`src/rtl/serial_add_ctrl.sv`:
```
`default_nettype none
// ============================================================================
// Module      : serial_add_ctrl
// Description : Bit-serial adder/subtractor controller. Operands are captured
//               on an accepted start, then added (or subtracted) LSB first
//               through a single full-adder bit slice, one bit per clock.
//               Carry-out and signed overflow are latched with the result.
// Revision    : 1.0 - initial release
// ============================================================================
module serial_add_ctrl #(
    parameter int WIDTH = 8
) (
    input  logic             clk,
    input  logic             rst,
    input  logic             start,
    input  logic             op_sub,
    input  logic [WIDTH-1:0] in_a,
    input  logic [WIDTH-1:0] in_b,
    output logic             busy,
    output logic             done,
    output logic [WIDTH-1:0] sum_out,
    output logic             c_out,
    output logic             ovf
);

    // One extra counter bit so the count can reach WIDTH without wrapping.
    localparam int CNT_W = $clog2(WIDTH) + 1;

    localparam logic [CNT_W-1:0] c_cnt_last = CNT_W'(WIDTH - 1);
    localparam logic [CNT_W-1:0] c_cnt_one  = CNT_W'(1);

    localparam logic [1:0] c_st_idle = 2'd0;
    localparam logic [1:0] c_st_run  = 2'd1;
    localparam logic [1:0] c_st_done = 2'd2;

    logic [1:0]       r_state;
    logic [WIDTH-1:0] r_a;
    logic [WIDTH-1:0] r_b;
    logic             r_sub;
    logic             r_carry;
    logic [CNT_W-1:0] r_cnt;

    logic w_b_bit;
    logic w_sum;
    logic w_carry;

    // Single-bit full adder; B is inverted for subtraction (A + ~B + 1, the +1
    // comes from the carry register being preloaded with op_sub).
    always_comb begin
        w_b_bit = r_b[0] ^ r_sub;
        w_sum   = r_a[0] ^ w_b_bit ^ r_carry;
        w_carry = (r_a[0] & w_b_bit) | (r_a[0] & r_carry) | (w_b_bit & r_carry);
    end

    // Control FSM and serial datapath; all outputs are registered here.
    always_ff @(posedge clk) begin
        if (rst) begin
            r_state <= c_st_idle;
            r_a     <= '0;
            r_b     <= '0;
            r_sub   <= 1'b0;
            r_carry <= 1'b0;
            r_cnt   <= '0;
            busy    <= 1'b0;
            done    <= 1'b0;
            sum_out <= '0;
            c_out   <= 1'b0;
            ovf     <= 1'b0;
        end else begin
            case (r_state)
                c_st_idle: begin
                    done <= 1'b0;
                    if (start) begin
                        r_a     <= in_a;
                        r_b     <= in_b;
                        r_sub   <= op_sub;
                        r_carry <= op_sub;
                        r_cnt   <= '0;
                        busy    <= 1'b1;
                        r_state <= c_st_run;
                    end
                end
                c_st_run: begin
                    // Result fills from the MSB side so bit 0 lands at sum_out[0]
                    // after WIDTH shifts.
                    sum_out <= {w_sum, sum_out[WIDTH-1:1]};
                    r_a     <= {1'b0, r_a[WIDTH-1:1]};
                    r_b     <= {1'b0, r_b[WIDTH-1:1]};
                    r_carry <= w_carry;
                    r_cnt   <= r_cnt + c_cnt_one;
                    if (r_cnt == c_cnt_last) begin
                        // r_carry is the carry into the MSB at this point.
                        c_out   <= w_carry;
                        ovf     <= r_carry ^ w_carry;
                        done    <= 1'b1;
                        r_state <= c_st_done;
                    end
                end
                c_st_done: begin
                    done    <= 1'b0;
                    busy    <= 1'b0;
                    r_state <= c_st_idle;
                end
                default: begin
                    done    <= 1'b0;
                    busy    <= 1'b0;
                    r_state <= c_st_idle;
                end
            endcase
        end
    end

endmodule
`default_nettype wire

```
`config.mk`:
```
export PLATFORM = sky130hd
export DESIGN_NAME = serial_add_ctrl
export DESIGN_NICKNAME = d
export VERILOG_FILES = /design/src/rtl/serial_add_ctrl.sv
export SDC_FILE = /design/constraint.sdc
export NUM_CORES = 1
export LEC_CHECK = 0
export BUFFER_PORTS_ARGS = -buffer_cell sky130_fd_sc_hd__buf_2
export CAP_MARGIN = 15
export CORE_MARGIN = 2
export CORE_UTILIZATION = 54
export DETAILED_ROUTE_END_ITERATION = 8
export PLACE_DENSITY = 0.85
export SETUP_SLACK_MARGIN = 0.05
export SYNTH_ARGS = -nofsm -noshare
export SYNTH_HDL_FRONTEND = slang
export SYNTH_SLANG_ARGS = --single-unit
```
`constraint.sdc`:
```
create_clock -name clk -period 1.5 [get_ports clk]
set_input_delay 0.225 -clock clk [delete_from_list [all_inputs] [get_ports clk]]
set_output_delay 0.225 -clock clk [all_outputs]
set_load 0.005 [all_outputs]
```
# [Word level (Yosys, flattened, before mapping)]
# Cells that the tools add are included.
[word_totals] reg_bits=36 in_bits=20 word_cells=47
[classes] add_sub_neg=1 bitwise_logic=10 eq_ne=4 mux=13 reduce_logical=8
[op_table] cell="$pmux 8 s2" n=2
[op_table] cell="$mux 8" n=2
[op_table] cell="$reduce_and 2->1" n=5
[op_table] cell="$pmux 4 s2" n=1
[op_table] cell="$add 4x1->4 const B" n=1
[op_table] cell="$eq 4x3->1 const B" n=1
[op_table] cell="$mux 2" n=2
[op_table] cell="$mux 4" n=1
[op_table] cell="$ne 2x2->1 const B" n=2
[op_table] cell="$pmux 1 s2" n=2
[op_table] cell="$pmux 2 s2" n=1
[op_table] cell="$xor 1x1->1" n=4
[op_table] cell="$and 1x1->1" n=3
[op_table] cell="$eq 2x1->1 const B" n=1
[op_table] cell="$logic_not 2->1" n=1
[op_table] cell="$mux 1" n=2
[op_table] cell="$or 1x1->1" n=2
[op_table] cell="$reduce_bool 2->1" n=1
[op_table] cell="$reduce_or 2->1" n=1
[op_table] cell="$not 1->1" n=1

# [Logic depth before layout (Yosys ltp)]
[logic_depth] depth_word=5 depth_mapped=5 ltp_nobuf=5

# [Worst setup path after synthesis]
# No wires, ideal clock.
[synth_path] kind="reg-to-reg" startpoint="register r_b[0]" endpoint="register r_carry" arrival_ns=1.235 t_required_ns=1.430 n_path_buf=0 synth_period_minus_slack_ns=1.305 setup_slack_ns=0.195 path_stages_with_launch=5 path_cell_list="dfxtp_1 > xnor2_1 > fa_1 > a221o_1 > a21oi_1"
[synth_via] elab_chain_len=5
[synth_lines] element="start: declaration" line="38" text="logic [WIDTH-1:0] r_b;"
[synth_lines] element="start signal: assignment" line="75" text="r_b <= in_b;"
[synth_lines] element="start signal: assignment" line="88" text="r_b <= {1'b0, r_b[WIDTH-1:1]};"
[synth_lines] element="$xor 1x1->1 (*)" line="50" text="w_b_bit = r_b[0] ^ r_sub;"
[synth_lines] element="$and 1x1->1" line="52" text="w_carry = (r_a[0] & w_b_bit) | (r_a[0] & r_carry) | (w_b_bit & r_carry);"
[synth_lines] element="$or 1x1->1" line="52"
[synth_lines] element="$or 1x1->1 (*)" line="52"
[synth_lines] element="$pmux 1 s2 (*)" line="70" text="case (r_state)"
[synth_lines] element="end signal: assignment" line="77" text="r_carry <= op_sub;"
[synth_lines] element="end signal: assignment" line="89" text="r_carry <= w_carry;"
[synth_lines] element="end: declaration" line="40" text="logic r_carry;"
# Mark *: on every way between the ends. The rest lies on a longest branch, timed or not.
# A chain may end at the register's enable or synchronous reset.

# [Worst setup path in the final report]
# Ends and elaborated chain as after synthesis.

==> results.yml <==
synthesis:
  yosys_warnings: 0
  syn_nets: 229
  synth-seq-cells: 36
  syn_inst: 207
  syn-cell-area_sq_um: 1705
  synth_cell_types: 40
  syn_area_per_cell_sq_um: 8.239
  ys_seq_area_frac: 0.4226
  synth.area.top_cells: "dfxtp_1, a21oi_1, o221a_2"
  synth_top_area_frac: 0.4226
  synth.largest_area_cell: "dfxtp_1"
worst_setup_path:
  required_ps: 1780
  arrival_ps: 1690
  critPathMaxFanout: 3
  worstSetupPathType: "flip-flop to flip-flop"
  cp-end-kind: "flip-flop"
  critPathLaunchType: "flip-flop"
floorplan:
  die_area_sq_um: 3623
  start_util: 0.5632
  rows: 20
  dieHeight_um: 60.20
  ioPinCount: 32
  die_w_um: 60.20
  placeableCoreArea_sq_um: 3028
grt:
  grt.total_usage: 0.2193
  antenna_found_initial: 0
  globalRouteOverflowTotal: 0
  grt_max_degree: 25
  grt_pass1_vias: 1402
  grt_pass1_wl_um: 5858
pwr:
  p_comb_frac: 0.150
  p_switching_w: 0.0005125
  ir_drop_uv: 446.1
  p_leak_nw: 0.8247
  power_w: 0.001887
  switching_share: 0.2716
  power_density_nw_per_um2: 955.1
  p_seq_frac: 0.558
  power_frac_clock: 0.293
  p_int_w: 0.001375
clock_tree:
  clk_pin_slew_ps: 110
  clock_latency_ps: 340
  tritoncts: "done"
  clock_path_buffers: 2
  cts_hold_buffers: 0
  root_buffer: "clkbuf_4"
  post_cts_buffers: 0
  post_cts_resized: 0
  clock-sinks: 36
  cts_buffers: 5
  htreeDepth: 2
timing:
  rsz0062_at_grt: "false"
  period_share: 0.9386
  setup_viol: 0
  hold_viol_final: 0
  final_max_slew_viol_count: 0
  finalWorstSetupSlack_ps: 92.14
  relSlewSlack: 0.6946
  skew_ps: 5.440
  fin_crit_ps: 1408
  worst-slew-pin-transition_ps: 458.1
  finalSetupTns_ps: 0
  fmax_mhz: 710.3
hold_path:
  hold_class: "input pin to flip-flop"
place:
  port_buffers: 31
  dp_hpwl_um: 2394
  pre_cts_ws_ps: 96.25
  place.gp.congestion: 0.7663
  placed_area_sq_um: 1899
detailed_routing:
  route.vias.total: 1526
  ant_nets: 0
  dr.pass1.iters: 4
  viasPerCell: 5.392
  drcViolationCount: 0
  postRouteWirelength_um: 3642
  post_drt_wl_per_cell_um: 12.87
  initialDrtViolationCount: 81
layout:
  nets: 260
  drive_above_1_share: 0.2803
  areaGrowthSynthToFinish_pct: 15.85
  num_antenna_cells: 0
  final_cell_area_sq_um: 1976
flow_run:
  max-cap-violations: 0
status:
  outcome: "finished clean"
-- logic make-up after synthesis --
| family | share of synthesized area |
|---|---|
| mux | 0.005870 |
| xor+xnor | 0.01027 |
| simple gates | 0.1930 |
| flops | 0.4226 |
| compound gates | 0.2715 |
| buf+inv | 0.07777 |
| fa+ha+maj | 0.01907 |
-- routing by layer --
metal | part of all wire | track usage
met1 | 0.46 | 0.2761
met4 | 0.021 | 0.1206
met5 | 0 | 0
met3 | 0.044 | 0.04762
met2 | 0.47 | 0.3463
-- synth_stat cells, drive strengths merged --
| master | number |
|---|---|
| a2111oi | 4 |
| a211oi | 1 |
| a21oi | 36 |
| a221o | 1 |
| a22oi | 1 |
| a2bb2oi | 1 |
| a311oi | 1 |
| a31oi | 1 |
| and3b | 1 |
| buf | 13 |
| clkbuf | 3 |
| dfxtp | 36 |
| fa | 1 |
| ha | 1 |
| inv | 13 |
| mux2i | 1 |
| nand2 | 18 |
| nand2b | 2 |
| nand3 | 4 |
| nand3b | 1 |
| nor2 | 29 |
| nor2b | 8 |
| nor3 | 3 |
| nor3b | 1 |
| o21a | 1 |
| o21ai | 4 |
| o21bai | 1 |
| o221a | 10 |
| o22ai | 5 |
| or2 | 1 |
| or3 | 1 |
| or3b | 1 |
| xnor2 | 2 |
-- registers in the layout, indices dropped and copies added, names as in the netlist --
signal and count:
r_a 8, r_b 8, sum_out 8, r_cnt 4, r_state 2, busy 1
c_out 1, done 1, ovf 1, r_carry 1, r_sub 1
-- worst max-delay path: stages, from the launching register on --
cell,delay [ps]
dfxtp_1,400
xnor2_1,110
fa_2,390
a221o_1,310
a21oi_1,120
-- path summary, 6_finish.rpt --
| check | from | slack (ps) | cells after the start | end |
|---|---|---|---|---|
| worst max-delay path | r_b[0]$_SDFFE_PP0P_ | 90 | 4 | r_carry$_SDFFE_PP0P_ |
| worst min-delay path | in_b[7] | 150 | 3 | r_b[7]$_SDFFE_PP0P_ |
| worst max register to register | r_b[0]$_SDFFE_PP0P_ | 90 | 4 | r_carry$_SDFFE_PP0P_ |
| worst min register to register | sum_out[0]$_SDFFE_PP0P_ | 460 | 2 | sum_out[0]$_SDFFE_PP0P_ |
-- per-stage QoR --
| stage | hold WS [ps] | utilization | cells |
|---|---|---|---|
| 3_5_place_dp | 451.9 | 0.6273 | 275 |
| 2_1_floorplan | 386.0 | - | 207 |
| 3_3_place_gp | 442.5 | 0.6273 | 275 |
| 5_1_grt | 160.6 | 0.6525 | 283 |
| 6_report | 146.3 | 0.6525 | 283 |
| 4_1_cts | 145.5 | 0.6467 | 283 |
-- layout by cell type (no fill, tap or decap), types with 4 or more instances in the layout --
| cell | netlist | layout |
|---|---|---|
| nand2_1 | 18 | 18 |
| nor2_1 | 29 | 29 |
| inv_1 | 12 | 12 |
| buf_2 | 10 | 31 |
| dfxtp_1 | 36 | 34 |
| o221a_2 | 10 | 10 |
| o22ai_1 | 5 | 5 |
| o21ai_0 | 4 | 4 |
| nor2b_1 | 7 | 7 |
| nand3_1 | 4 | 4 |
| buf_4 | 1 | 9 |
| a21oi_1 | 36 | 36 |
| clkbuf_4 | 0 | 5 |
-- power groups by stage --
stage	registers [W]	logic (W)	clock network, W
global placement	0.00107	0.000265	0
CTS	0.00105	0.000275	0.000554
global route	0.00106	0.000318	0.000592
detailed placement	0.00107	0.000274	0
floorplan	0.00106	0.000203	0
finish	0.00105	0.000283	0.000552
-- final cells by class --
| class | instances | area (sq um) |
|---|---|---|
| Fill cell | 267 | 1052 |
| Multi-Input combinational cell | 142 | 867.1 |
| Sequential cell | 36 | 723.2 |
| Timing Repair Buffer | 40 | 222.7 |
| Clock buffer | 8 | 58.81 |
| Tap cell | 44 | 55.05 |
| Inverter | 13 | 48.80 |
(Power assumes the default switching activity.)
